[src/rtl/rcpu_io_uart.sv]
// Memory-mapped LED register plus a FIFO-buffered 8N1 UART transmitter.
// IO buses are [0:15]; internally they are remapped to [15:0] so bit n has weight 2**n.
module rcpu_io_uart #(
   parameter int CLKS_PER_BIT = 4,
   parameter int FIFO_DEPTH   = 4
) (
   input  logic        clk,
   input  logic        resetq,
   input  logic        io_read_enable,
   input  logic        io_write_enable,
   input  logic [0:15] io_address,
   input  logic [0:15] io_write_data,
   output logic [0:15] io_read_data,
   output logic [7:0]  leds,
   output logic        uart_tx
);

   localparam int BW = (CLKS_PER_BIT > 1) ? $clog2(CLKS_PER_BIT) : 1;
   localparam int PW = (FIFO_DEPTH > 1) ? $clog2(FIFO_DEPTH) : 1;
   localparam int CW = $clog2(FIFO_DEPTH + 1);

   localparam logic [BW-1:0] BAUD_LAST = BW'(CLKS_PER_BIT - 1);
   localparam logic [PW-1:0] PTR_LAST  = PW'(FIFO_DEPTH - 1);
   localparam logic [CW-1:0] CNT_FULL  = CW'(FIFO_DEPTH);

   localparam logic [1:0] S_IDLE  = 2'd0;
   localparam logic [1:0] S_START = 2'd1;
   localparam logic [1:0] S_DATA  = 2'd2;
   localparam logic [1:0] S_STOP  = 2'd3;

   localparam logic [15:0] A_LED  = 16'h0000;
   localparam logic [15:0] A_TX   = 16'h0001;
   localparam logic [15:0] A_STAT = 16'h0002;

   logic [15:0] addr;
   logic [15:0] wdata;
   logic        unused_wdata;

   logic [1:0]                  state_q, state_d;
   logic [BW-1:0]               baud_q, baud_d;
   logic [2:0]                  bit_q, bit_d;
   logic [7:0]                  shift_q, shift_d;
   logic                        tx_q, tx_d;
   logic [7:0]                  leds_q, leds_d;
   logic                        ovf_q, ovf_d;
   logic [15:0]                 rdata_q, rdata_d;
   logic [PW-1:0]               wr_ptr_q, wr_ptr_d;
   logic [PW-1:0]               rd_ptr_q, rd_ptr_d;
   logic [CW-1:0]               count_q, count_d;
   logic [FIFO_DEPTH-1:0][7:0]  fifo_q, fifo_d;

   logic        full, empty, busy, pop, push_req, push_ok, stat_clr;
   logic [15:0] status;

   assign addr         = io_address;
   assign wdata        = io_write_data;
   assign unused_wdata = ^wdata[15:8];

   assign io_read_data = rdata_q;
   assign leds         = leds_q;
   assign uart_tx      = tx_q;

   always_comb begin
      full     = (count_q == CNT_FULL);
      empty    = (count_q == '0);
      busy     = (state_q != S_IDLE);
      pop      = (state_q == S_IDLE) && !empty;
      push_req = io_write_enable && (addr == A_TX);
      // a full FIFO still takes the byte when the transmitter frees a slot this cycle
      push_ok  = push_req && (!full || pop);
      stat_clr = io_write_enable && (addr == A_STAT) && wdata[3];
      status   = {8'(count_q), 4'h0, ovf_q, busy, empty, full};

      rdata_d = rdata_q;
      if (io_read_enable) begin
         case (addr)
            A_LED:   rdata_d = {8'h00, leds_q};
            A_STAT:  rdata_d = status;
            default: rdata_d = '0;
         endcase
      end

      leds_d = leds_q;
      if (io_write_enable && (addr == A_LED)) leds_d = wdata[7:0];

      ovf_d = (push_req && !push_ok) || (ovf_q && !stat_clr);

      fifo_d   = fifo_q;
      wr_ptr_d = wr_ptr_q;
      rd_ptr_d = rd_ptr_q;
      count_d  = count_q;
      if (push_ok) begin
         fifo_d[wr_ptr_q] = wdata[7:0];
         wr_ptr_d = (wr_ptr_q == PTR_LAST) ? '0 : wr_ptr_q + 1'b1;
      end
      if (pop) rd_ptr_d = (rd_ptr_q == PTR_LAST) ? '0 : rd_ptr_q + 1'b1;
      if (push_ok && !pop) count_d = count_q + 1'b1;
      else if (pop && !push_ok) count_d = count_q - 1'b1;

      state_d = state_q;
      baud_d  = baud_q;
      bit_d   = bit_q;
      shift_d = shift_q;
      case (state_q)
         S_IDLE: begin
            if (pop) begin
               shift_d = fifo_q[rd_ptr_q];
               baud_d  = '0;
               bit_d   = '0;
               state_d = S_START;
            end
         end
         S_START: begin
            if (baud_q == BAUD_LAST) begin
               baud_d  = '0;
               bit_d   = '0;
               state_d = S_DATA;
            end else begin
               baud_d = baud_q + 1'b1;
            end
         end
         S_DATA: begin
            if (baud_q == BAUD_LAST) begin
               baud_d  = '0;
               shift_d = {1'b0, shift_q[7:1]};
               if (bit_q == 3'd7) state_d = S_STOP;
               else bit_d = bit_q + 1'b1;
            end else begin
               baud_d = baud_q + 1'b1;
            end
         end
         default: begin
            if (baud_q == BAUD_LAST) begin
               baud_d  = '0;
               state_d = S_IDLE;
            end else begin
               baud_d = baud_q + 1'b1;
            end
         end
      endcase

      // line level is derived from the next state so uart_tx lines up with state_q
      case (state_d)
         S_START: tx_d = 1'b0;
         S_DATA:  tx_d = shift_d[0];
         default: tx_d = 1'b1;
      endcase
   end

   always_ff @(posedge clk or negedge resetq) begin
      if (!resetq) begin
         state_q  <= S_IDLE;
         baud_q   <= '0;
         bit_q    <= '0;
         shift_q  <= '0;
         tx_q     <= 1'b1;
         leds_q   <= '0;
         ovf_q    <= 1'b0;
         rdata_q  <= '0;
         wr_ptr_q <= '0;
         rd_ptr_q <= '0;
         count_q  <= '0;
         fifo_q   <= '0;
      end else begin
         state_q  <= state_d;
         baud_q   <= baud_d;
         bit_q    <= bit_d;
         shift_q  <= shift_d;
         tx_q     <= tx_d;
         leds_q   <= leds_d;
         ovf_q    <= ovf_d;
         rdata_q  <= rdata_d;
         wr_ptr_q <= wr_ptr_d;
         rd_ptr_q <= rd_ptr_d;
         count_q  <= count_d;
         fifo_q   <= fifo_d;
      end
   end

endmodule

[config.mk]
export PLATFORM = sky130hd
export DESIGN_NAME = rcpu_io_uart
export DESIGN_NICKNAME = d
export VERILOG_FILES = /design/src/rtl/rcpu_io_uart.sv
export SDC_FILE = /design/constraint.sdc
export NUM_CORES = 1
export LEC_CHECK = 0
export CORE_MARGIN = 2
export CORE_UTILIZATION = 55
export DETAILED_ROUTE_END_ITERATION = 8
export PLACE_DENSITY = 0.92
export SKIP_CTS_REPAIR_TIMING = 1
export SLEW_MARGIN = 10
export SYNTH_ARGS = -nofsm -noshare
export SYNTH_HDL_FRONTEND = slang
export SYNTH_SLANG_ARGS = --single-unit
[constraint.sdc]
create_clock -name clk -period 4.8 [get_ports clk]
set_clock_uncertainty 0.1 [all_clocks]
set_input_delay 0.96 -clock clk [delete_from_list [all_inputs] [get_ports clk]]
set_output_delay 0.96 -clock clk [all_outputs]
set_load 0.005 [all_outputs]
==> metrics <==
status finished clean; cell taking the most area after synthesis dfrtp_1; post-synthesis sequential area ratio 0.528; crit-path most repeated cell xor2_1; GRT Total Usage 0.225; Final GP Congestion about 0.85; fmax between 200 and 300 MHz; critical path endpoint category flip-flop; die height around 84 um; Hold Crit Class reg -> reg; Die W between 80 and 90 um; H-tree depth 3; Cells on Worst Hold Path 1; drt pass-1 iters 5; largest net degree at the start of global routing between 40 and 50; Initial Utilization 0.563; setup violators final 0; synth cell count leaders dfrtp_1, mux2_2, mux2_1, nand2_1, a221o_1; top post-synthesis cells by area dfrtp_1, mux2_2, mux2_1; Cell Area, Synth about 3600 sq um; Slew @ Worst Pin about 0.9 ns; Clock Sinks 75; synthesis-to-finish area growth 21.1%; Mapped Cells between 200 and 300; WL/cell approximately 19 um; vias post-DR 2358; max cap viols 0; share of layout cells above drive strength 1 0.194; CP max stage cell or4_4; Clk Latency, worst-skew pair between 0.3 and 0.4 ns; VDD IR max approximately 0.26 mV; CTS max path bufs 2; most common cell in the netlist dfrtp_1; startpoint types input port; cell area power density around 290 nW/um^2; total core area around 6300 sq um; Pins Over Slew Limit 0; standby leakage power roughly 0.0020 uW; CTS tree done; final wirelength roughly 7.4 mm; Hold Slack slightly below 0.4 ns; EDFF count, synth 0; post-route design area roughly 4300 sq um; Final ANT Viol Nets 0; mean post-synth cell area between 10 and 15 sq um; CP max stage delay 0.57 ns; Max-Slew Margin vs Limit 0.392; # diodes 0; Reg2Reg Setup Slack around 2.0 ns; DPL Wire Length about 5.3 mm; Hold Path End fifo_q[26]$_DFFE_PN0P_; Final Hold Fails 0; FFs w/ async S/R, synth 1.00; die area 7120 sq um; Yosys warning count 0; final net count 360; Std-Cell Rows 29; worst-path cell chain clkdlybuf4s50_1, or4_4, nor3_1, nand4_1, nor2b_1, ha_1, inv_1, fa_1, xor2_1, nor2_1, xor2_1; TritonCTS Buffers 9; initial antenna violation count 0; FF-to-FF End count_q[2]$_DFFE_PN0P_; post-route minimum period between 3 and 4 ns; Port Buffer Count 47; worst endpoint required time roughly 5.0 ns; final setup TNS 0 ns; first-iteration detailed-routing DRC count between 150 and 200; Synth Flop Type dfrtp_1; Vias/cell between 5 and 6; vias in the first global route 2527; hold path startpoint fifo_q[26]$_DFFE_PN0P_; first-pass GRT wire length approximately 12 mm; num ports just over 60; arrival time at the worst endpoint between 3 and 4 ns; top-area cell type share of the netlist area 0.521; clk slew on worst S/H paths about 0.080 ns; Distinct cells, synth 50; GR Overflow Total 0; DRC errors left 0; Area after DPL roughly 4100 sq um; R2R cell count 10; FF+latch count, synth 75; Setup CP Type in -> reg; final period utilization 0.742; Root Driver clkbuf_8; crit-path max FO 3; worst r2r src count_q[0]$_DFFE_PN0P_; unrepaired setup endpoints after global routing no
[metrics by stage]
stage | util | setup slack [ns] | total power (uW) | cells
detailed placement | 0.646 | 0.930 | 693 | 380
finish | 0.682 | 1.24 | 1230 | 396
global route | 0.682 | 1.15 | 1280 | 396
CTS | 0.682 | 1.27 | 1240 | 396
floorplan | - | 1.63 | 654 | 267
global placement | 0.646 | 1.08 | 691 | 380
[cell usage in the layout (no fill, tap or decap), types with 7 or more instances in the layout]
cell / instances
a221o_1: 10
inv_1: 7
mux4_2: 8
clkbuf_8: 11
clkdlybuf4s50_1: 46
ha_1: 9
nor2_1: 8
dfrtp_1: 74
mux2_1: 17
nand2_1: 14
mux2_2: 26
[area by class of cell]
type	instances	area (sq um)
sequential	75	1880
timing repair buffer	49	480
multi-input combinational	171	1590
tap	77	96.3
clock inverter	4	72.6
clock buffer	12	155
inverter	8	30.0
fill	457	2010
[power breakdown]
group	switching [uW]	internal, uW	leakage, uW
registers	0.0770	631	0.00102
clock network	229	321	0.000113
logic	26.6	21.7	0.000891
total	256	974	0.00202
[kinds of logic (layout without fill, tap and decap cells)]
kind of cell | count (synthesis) | after routing | share of synthesized area
flops | 75 | 75 | 0.528
buf+inv | 21 | 73 | 0.0278
mux | 52 | 52 | 0.190
simple gates | 65 | 65 | 0.125
compound gates | 35 | 35 | 0.0813
other cells | 1 | 5 | 0.00105
fa+ha+maj | 10 | 10 | 0.0373
xor+xnor | 4 | 4 | 0.00986
[per-layer routing]
layer,vias to the layer above,track usage,wire length (um),part of all wire
li1,1066,-,-,-
met1,1219,0.285,3160,0.43
met2,60,0.383,3810,0.52
met3,13,0.0570,286,0.039
met4,0,0.0750,121,0.016
met5,-,0,0,0
[sequential cells by signal (all words and copies together), names as in the netlist]
register / count
fifo_q: 32
io_read_data: 11
leds: 8
shift_q: 8
bit_q: 3
count_q: 3
baud_q: 2
rd_ptr_q: 2
state_q: 2
wr_ptr_q: 2
ovf_q: 1
uart_tx: 1
[how the worst max path moves through the flow]
| stage | startpoint | end | slack (ns) |
|---|---|---|---|
| 6_report | io_address[2] | count_q[2]$_DFFE_PN0P_ | 1.24 |
| 5_1_grt | io_address[2] | count_q[2]$_DFFE_PN0P_ | 1.15 |
| 4_1_cts | io_address[2] | count_q[2]$_DFFE_PN0P_ | 1.27 |
| 3_5_place_dp | io_address[2] | count_q[2]$_DFFE_PN0P_ | 0.93 |
| 3_3_place_gp | io_address[2] | count_q[2]$_DFFE_PN0P_ | 1.08 |
| 2_1_floorplan | io_address[2] | count_q[2]$_DFFE_PN0P_ | 1.63 |
[critical path: cells and delay by family]
kind	cells	cell delay, ns
XOR/XNOR	2	0.32
adder cells (fa/ha/maj)	2	0.58
AND/OR/NAND/NOR	5	1.39
buffers and inverters	2	0.49
No activity file was read; power rests on OpenSTA's default activity.
